[config.mk]
export PLATFORM = sky130hd
export DESIGN_NAME = key_cmd_queue
export DESIGN_NICKNAME = d
export VERILOG_FILES = /design/src/rtl/tetris_key_pkg.sv /design/src/rtl/key_cmd_fifo.sv /design/src/rtl/key_cmd_queue.sv
export SDC_FILE = /design/constraint.sdc
export NUM_CORES = 1
export LEC_CHECK = 0
export BUFFER_PORTS_ARGS = -buffer_cell sky130_fd_sc_hd__clkbuf_2
export CAP_MARGIN = 30
export CORE_ASPECT_RATIO = 1.75
export CORE_MARGIN = 5
export CORE_UTILIZATION = 45
export DETAILED_ROUTE_END_ITERATION = 6
export GPL_TIMING_DRIVEN = 0
export PLACE_DENSITY_LB_ADDON = 0.15
export REMOVE_ABC_BUFFERS = 1
export SYNTH_ARGS = -nofsm -noshare
export SYNTH_HDL_FRONTEND = slang
export SYNTH_SLANG_ARGS = --single-unit
[constraint.sdc]
create_clock -name clk -period 2.94 [get_ports clk]
set_input_delay 0.882 -clock clk [delete_from_list [all_inputs] [get_ports clk]]
set_output_delay 0.882 -clock clk [all_outputs]
set_load 0.02 [all_outputs]
[src/rtl/tetris_key_pkg.sv]
// Shared command codes and key indices for the Tetris key path and game-logic FSM.
package tetris_key_pkg;

    localparam int unsigned CMD_W    = 3;
    localparam int unsigned NUM_KEYS = 4;
    localparam int unsigned CNT_W    = 8;

    localparam logic [CMD_W-1:0] CMD_NONE  = 3'd0;
    localparam logic [CMD_W-1:0] CMD_ROT   = 3'd1;
    localparam logic [CMD_W-1:0] CMD_LEFT  = 3'd2;
    localparam logic [CMD_W-1:0] CMD_RIGHT = 3'd3;
    localparam logic [CMD_W-1:0] CMD_DOWN  = 3'd4;

    // Pending-bit index; lower index wins arbitration.
    typedef enum logic [1:0] {
        KEY_ROT   = 2'd0,
        KEY_LEFT  = 2'd1,
        KEY_RIGHT = 2'd2,
        KEY_DOWN  = 2'd3
    } key_idx_e;

    // Command codes follow key index order, starting at CMD_ROT.
    function automatic logic [CMD_W-1:0] key_to_cmd(input key_idx_e idx);
        return CMD_W'(idx) + CMD_ROT;
    endfunction

endpackage

[src/rtl/key_cmd_fifo.sv]
// Show-ahead synchronous FIFO of command codes with level and full/empty flags.
module key_cmd_fifo
    import tetris_key_pkg::*;
#(
    parameter int unsigned DEPTH = 4,
    parameter int unsigned LVL_W = $clog2(DEPTH) + 1
) (
    input  logic             clk,
    input  logic             rst_n,
    input  logic             push,
    input  logic [CMD_W-1:0] data_in,
    input  logic             pop,
    input  logic             flush,
    output logic [CMD_W-1:0] head,
    output logic [LVL_W-1:0] level,
    output logic             full,
    output logic             empty
);

    localparam int unsigned PTR_W = $clog2(DEPTH);

    logic [CMD_W-1:0] mem [DEPTH];
    logic [PTR_W-1:0] wr_ptr;
    logic [PTR_W-1:0] rd_ptr;
    logic             do_push;
    logic             do_pop;

    assign empty   = (level == '0);
    assign full    = (level == LVL_W'(DEPTH));
    assign do_pop  = pop & ~empty;
    assign do_push = push & (~full | do_pop);
    assign head    = empty ? CMD_NONE : mem[rd_ptr];

    // Pointers and level; flush empties the queue, pointers wrap naturally.
    always_ff @(posedge clk or negedge rst_n) begin
        if (!rst_n) begin
            wr_ptr <= '0;
            rd_ptr <= '0;
            level  <= '0;
        end else if (flush) begin
            wr_ptr <= '0;
            rd_ptr <= '0;
            level  <= '0;
        end else begin
            if (do_push) wr_ptr <= wr_ptr + PTR_W'(1);
            if (do_pop)  rd_ptr <= rd_ptr + PTR_W'(1);
            case ({do_push, do_pop})
                2'b10:   level <= level + LVL_W'(1);
                2'b01:   level <= level - LVL_W'(1);
                default: level <= level;
            endcase
        end
    end

    // Entry storage; contents are only observed while non-empty.
    always_ff @(posedge clk or negedge rst_n) begin
        if (!rst_n) begin
            for (int i = 0; i < int'(DEPTH); i++) mem[i] <= CMD_NONE;
        end else if (do_push && !flush) begin
            mem[wr_ptr] <= data_in;
        end
    end

endmodule

[src/rtl/key_cmd_queue.sv]
// Turns debounced key pulses into an arbitrated, buffered stream of game commands.
module key_cmd_queue
    import tetris_key_pkg::*;
#(
    parameter int unsigned DEPTH = 4,
    parameter int unsigned LVL_W = $clog2(DEPTH) + 1
) (
    input  logic             clk,
    input  logic             rst_n,
    input  logic             key_rot_p,
    input  logic             key_left_p,
    input  logic             key_right_p,
    input  logic             key_down_p,
    input  logic             flush,
    output logic             cmd_valid,
    output logic [CMD_W-1:0] cmd_data,
    input  logic             cmd_ready,
    output logic [LVL_W-1:0] fifo_level,
    output logic [CNT_W-1:0] coalesce_cnt
);

    logic [NUM_KEYS-1:0] pending;
    logic [NUM_KEYS-1:0] keys;
    logic [NUM_KEYS-1:0] clear;
    logic [NUM_KEYS-1:0] merge;
    key_idx_e            sel_idx;
    logic                has_sel;
    logic                fifo_full;
    logic                fifo_empty;
    logic                pop;
    logic                push;
    logic [2:0]          merge_n;
    logic [CNT_W:0]      coal_sum;

    assign keys      = {key_down_p, key_right_p, key_left_p, key_rot_p};
    assign cmd_valid = ~fifo_empty;
    assign pop       = cmd_valid & cmd_ready & ~flush;

    // Fixed-priority arbiter: ROT > LEFT > RIGHT > DOWN.
    always_comb begin
        sel_idx = KEY_ROT;
        has_sel = |pending;
        if (pending[0])      sel_idx = KEY_ROT;
        else if (pending[1]) sel_idx = KEY_LEFT;
        else if (pending[2]) sel_idx = KEY_RIGHT;
        else if (pending[3]) sel_idx = KEY_DOWN;
    end

    // A slot frees up either when not full or when the head leaves this same cycle.
    assign push  = has_sel & (~fifo_full | pop) & ~flush;
    assign clear = push ? (NUM_KEYS'(1) << sel_idx) : '0;
    assign merge = keys & pending & ~clear;

    assign merge_n  = 3'(merge[0]) + 3'(merge[1]) + 3'(merge[2]) + 3'(merge[3]);
    assign coal_sum = {1'b0, coalesce_cnt} + (CNT_W + 1)'(merge_n);

    // Pending bits: a pulse on the bit being queued re-arms it as a fresh press.
    always_ff @(posedge clk or negedge rst_n) begin
        if (!rst_n) begin
            pending <= '0;
        end else if (flush) begin
            pending <= '0;
        end else begin
            pending <= (pending & ~clear) | keys;
        end
    end

    // Saturating count of presses absorbed by an already-pending press.
    always_ff @(posedge clk or negedge rst_n) begin
        if (!rst_n) begin
            coalesce_cnt <= '0;
        end else if (!flush) begin
            coalesce_cnt <= coal_sum[CNT_W] ? {CNT_W{1'b1}} : coal_sum[CNT_W-1:0];
        end
    end

    key_cmd_fifo #(
        .DEPTH (DEPTH),
        .LVL_W (LVL_W)
    ) u_fifo (
        .clk     (clk),
        .rst_n   (rst_n),
        .push    (push),
        .data_in (key_to_cmd(sel_idx)),
        .pop     (pop),
        .flush   (flush),
        .head    (cmd_data),
        .level   (fifo_level),
        .full    (fifo_full),
        .empty   (fifo_empty)
    );

endmodule

==> implementation parameters <==
Parameter                              Value

Run status
  Status ... finished with violations
  Failing checks ... negative setup slack

Place
  Count of input and output buffers ... 22
  Detailed placer's ending HPWL ... 3100 um
  Gp weighted congestion ... 0.773

Die
  Die outline area ... 5570 um2
  Total I/O pin count ... 23
  Vertical die dimension ... 95.1 um
  Die Width ... 58.6 um
  Starting density of the core ... around 46%
  Std cell rows ... 31
  Core footprint ... between 4000 and 5000 um2

Timing
  Time the final worst path needs with I/O delays and setup ... 3180 ps
  Slew Limit Fails ... 0
  Transition time at the pin with the least slew margin ... just under 800 ps
  Tcrit/Tclk final ... 108%
  Fmax ... 0.315 GHz
  Finish-stage setup viols ... 8
  Setup slack after layout ... -237 ps
  Slew headroom ... 47.2%
  Setup repair after global routing missed its margin ... yes
  Worst clock skew ... approximately 5.8 ps
  Number of hold violations in the final report ... 0
  Total Negative Setup Slacks ... -1440 ps

Synthesis
  Cell count after synthesis ... 172
  Library cells used by synthesis ... 42
  Cell Area, Synth ... 1860 um2
  Post-synthesis sequential area ratio ... 41.7%
  Count of warnings emitted by yosys ... 0
  Synthesized area per cell ... 10.8 um2
  FF+latch count, synth ... 31

Clocking
  Clock insertion delay at the later pin of the skew report ... 280 ps
  Clock input transition at the sequential cells of the worst setup and hold paths ... 60 ps
  Clock H-tree levels ... 2
  Clock root buffer ... sky130_fd_sc_hd__clkbuf_8
  Clock sink count ... 31
  Clock tree from TritonCTS ... yes
  Total CTS buffers ... 5
  Worst-case clock buffer depth ... 2
  Hold_buf cts ... 0

Pwr
  Total power per unit cell area ... 831 nW/um2
  Leakage power total ... 1.01 nW
  Worst supply voltage drop on vdd ... 537 uV

Worst setup path
  Cells on worst reg2reg path ... 12
  FF-to-FF End ... coalesce_cnt[3]
  Critical Path End ... coalesce_cnt[3]
  Critical path start-end classification ... in2reg
  Setup slack of the most critical reg-to-reg path ... -170 ps
  Critical path origin ... cmd_ready
  Maximum fanout along the worst path ... 4
  Worst Setup End Kind ... flop
  Required time of the worst setup path ... 3160 ps
  Endpoint arrival time on the critical path ... 3400 ps
  Kind of start point of the critical path ... input pin
  Reg-to-Reg Start ... pending[0]

Layout
  Share of cells above drive strength 1 ... about 36%
  Layout net count ... 223
  Layout Area Growth over Synthesis ... 21.6%
  Fillers ... 392
  Count of inserted antenna diode cells ... 0
  Final core utilization ... 55.5%

Global routing
  Global-route congestion overflow total ... 0
  Global-route wire length before repair ... 6680 um
  Number of global-route vias before repair ... 1453
  Initial antenna violation count ... 0
  Total Routing Usage GR ... ~16%
  Largest net degree at the start of global routing ... 32

Worst hold path
  Worst min-delay path class ... reg2reg

Flow run
  Maxcap violations ... 0

Routing
  Routed via count ... 1367
  Average routed wire per standard cell ... 16.1 um
  First-pass iteration count of the detailed router ... 4
  Post-route antenna net violation count ... 0
  Vias per inst ... between 5 and 6
  Total Wirelength ... 4050 um
  Initial DRC count ... 20
  Post-detailed-route DRC marker count ... 0
[cell type report]
cell class              count  area (um2)  area share (%)
repair buffers             28         178            7.85
multi-input cells         129        1120            49.4
clock buffers               8         100            4.42
well taps                  49        61.3            2.71
inverters                   7        26.3            1.16
flip-flops and latches     31         778            34.4
[power breakdown]
group | total, W | internal (W) | switching, W
registers | 0.000746 | 0.000570 | 0.000176
logic | 0.000767 | 0.000354 | 0.000413
clock network | 0.000366 | 0.000213 | 0.000153
[synthesized netlist by cell type]
| library cell | count | share of area (%) |
|---|---|---|
| sky130_fd_sc_hd__nand2b_1 | 2 | 0.67 |
| sky130_fd_sc_hd__nor4_4 | 1 | 1.1 |
| sky130_fd_sc_hd__o21ai_0 | 2 | 0.54 |
| sky130_fd_sc_hd__inv_1 | 7 | 1.4 |
| sky130_fd_sc_hd__o21a_1 | 1 | 0.40 |
| sky130_fd_sc_hd__mux2_1 | 10 | 6.1 |
| sky130_fd_sc_hd__or4b_1 | 1 | 0.54 |
| sky130_fd_sc_hd__o221ai_1 | 1 | 0.47 |
| sky130_fd_sc_hd__a2bb2oi_1 | 1 | 0.47 |
| sky130_fd_sc_hd__a31oi_1 | 6 | 2.0 |
| sky130_fd_sc_hd__o41ai_1 | 1 | 0.47 |
| sky130_fd_sc_hd__ha_1 | 9 | 6.1 |
| sky130_fd_sc_hd__clkbuf_1 | 3 | 0.61 |
| sky130_fd_sc_hd__mux4_2 | 3 | 3.6 |
| sky130_fd_sc_hd__nand3_1 | 7 | 1.9 |
| sky130_fd_sc_hd__nor3_1 | 1 | 0.27 |
| sky130_fd_sc_hd__nand2_2 | 4 | 1.3 |
| sky130_fd_sc_hd__nor2b_1 | 5 | 1.7 |
| sky130_fd_sc_hd__mux2_2 | 1 | 0.61 |
| sky130_fd_sc_hd__nor4b_4 | 1 | 1.3 |
| sky130_fd_sc_hd__and2_1 | 3 | 1.0 |
| sky130_fd_sc_hd__dfrtp_1 | 31 | 42 |
| sky130_fd_sc_hd__fa_1 | 4 | 4.3 |
| sky130_fd_sc_hd__and3b_1 | 1 | 0.47 |
| sky130_fd_sc_hd__mux2_4 | 1 | 0.81 |
| sky130_fd_sc_hd__or3_1 | 2 | 0.67 |
| sky130_fd_sc_hd__buf_6 | 2 | 1.2 |
| sky130_fd_sc_hd__xnor2_1 | 1 | 0.47 |
| sky130_fd_sc_hd__nor2_1 | 16 | 3.2 |
| sky130_fd_sc_hd__nor4b_2 | 1 | 0.81 |
| sky130_fd_sc_hd__nand4_1 | 1 | 0.34 |
| sky130_fd_sc_hd__nor2_2 | 1 | 0.34 |
| sky130_fd_sc_hd__mux2i_2 | 1 | 0.74 |
| sky130_fd_sc_hd__a21oi_1 | 12 | 3.2 |
| sky130_fd_sc_hd__nand2_1 | 16 | 3.2 |
| sky130_fd_sc_hd__o21bai_1 | 2 | 0.81 |
| sky130_fd_sc_hd__o21ai_1 | 2 | 0.54 |
| sky130_fd_sc_hd__nand2_4 | 1 | 0.61 |
| sky130_fd_sc_hd__xor2_1 | 3 | 1.4 |
| sky130_fd_sc_hd__or4_4 | 1 | 0.61 |
| sky130_fd_sc_hd__nor3_4 | 1 | 0.87 |
| sky130_fd_sc_hd__mux2i_1 | 2 | 1.1 |
[registers in the layout, indices dropped and copies added, names as in the netlist]
name,count
u_fifo.wr_ptr,2
u_fifo.rd_ptr,2
coalesce_cnt,8
u_fifo.level,3
u_fifo.mem,12
pending,4
[how the worst min path moves through the flow]
| stage | start | to | cells after the start |
|---|---|---|---|
| 6_report | u_fifo.mem[5] | u_fifo.mem[5] | 1 |
| 5_1_grt | u_fifo.mem[11] | u_fifo.mem[11] | 1 |
| 4_1_cts | u_fifo.mem[8] | u_fifo.mem[8] | 1 |
| 3_5_place_dp | u_fifo.mem[8] | u_fifo.mem[8] | 1 |
| 3_3_place_gp | u_fifo.mem[6] | u_fifo.mem[6] | 1 |
| 2_1_floorplan | u_fifo.mem[3] | u_fifo.mem[3] | 1 |
[metrics by stage]
| step | area, um2 | std cells | setup slack (ps) | total power [W] | hold slack [ps] |
|---|---|---|---|---|---|
| finish | 2260 | 252 | -237 | 0.00188 | 491 |
| global route | 2260 | 252 | -326 | 0.00201 | 518 |
| CTS | 2190 | 250 | -225 | 0.00189 | 498 |
| detailed placement | 2000 | 238 | -1300 | 0.00148 | 485 |
| global placement | 2000 | 238 | -1210 | 0.00144 | 470 |
| floorplan | 1830 | 167 | -593 | 0.00124 | 459 |
[logic make-up (layout without fill, tap and decap cells)]
kind of cell / after synthesis / in the layout / synth area share (%)
AOI/OAI and AO/OA: 28 / 28 / 8.94
xor gates and xnor gates: 4 / 4 / 1.88
adders and majority gates: 13 / 13 / 10.4
buffers and inverters: 12 / 43 / 3.23
DFF: 31 / 31 / 41.7
muxes: 18 / 18 / 12.9
and+or+nand+nor: 66 / 66 / 21.0
[critical path, stage by stage]
cell and delay [ps]:
sky130_fd_sc_hd__clkbuf_16 120, sky130_fd_sc_hd__nor4b_4 300, sky130_fd_sc_hd__nor3_4 100, sky130_fd_sc_hd__nand2_1 100
sky130_fd_sc_hd__nand3_2 80, sky130_fd_sc_hd__fa_1 490, sky130_fd_sc_hd__fa_2 360, sky130_fd_sc_hd__inv_2 70
sky130_fd_sc_hd__fa_2 200, sky130_fd_sc_hd__nor2b_4 170, sky130_fd_sc_hd__nand2_4 80, sky130_fd_sc_hd__or3_4 360
sky130_fd_sc_hd__nand2_1 80
[timing repair]
item / CTS / global route
setup buffers: 4 / 2
gates resized for setup: 18 / 14
pin swaps: 12 / 3
setup endpoints to repair: 8 / 8
[placed cells by master, fill, tap and decap left out, types with 3 or more instances in the layout]
cell type / netlist / final
sky130_fd_sc_hd__nand3_1: 7 / 6
sky130_fd_sc_hd__clkbuf_2: 0 / 20
sky130_fd_sc_hd__a31oi_1: 6 / 5
sky130_fd_sc_hd__clkbuf_8: 0 / 7
sky130_fd_sc_hd__a21oi_1: 12 / 12
sky130_fd_sc_hd__and2_1: 3 / 3
sky130_fd_sc_hd__dfrtp_1: 31 / 29
sky130_fd_sc_hd__xor2_1: 3 / 3
sky130_fd_sc_hd__nor2_1: 16 / 15
sky130_fd_sc_hd__buf_4: 0 / 6
sky130_fd_sc_hd__nand2_1: 16 / 13
sky130_fd_sc_hd__mux2_4: 1 / 3
sky130_fd_sc_hd__nor2b_1: 5 / 3
sky130_fd_sc_hd__inv_1: 7 / 6
sky130_fd_sc_hd__ha_1: 9 / 9
sky130_fd_sc_hd__mux4_2: 3 / 3
sky130_fd_sc_hd__mux2_1: 10 / 8
sky130_fd_sc_hd__nand2_2: 4 / 6
[per-layer routing]
| metal | up-vias | global-route usage (%) | part of all wire [%] |
|---|---|---|---|
| li1 | 657 | - | - |
| met1 | 674 | 15.7 | 35 |
| met2 | 28 | 31.2 | 58 |
| met3 | 8 | 3.79 | 4.2 |
| met4 | 0 | 6.99 | 2.3 |
| met5 | - | 0 | 0 |
Note: power is estimated with default switching activity, not from simulation.
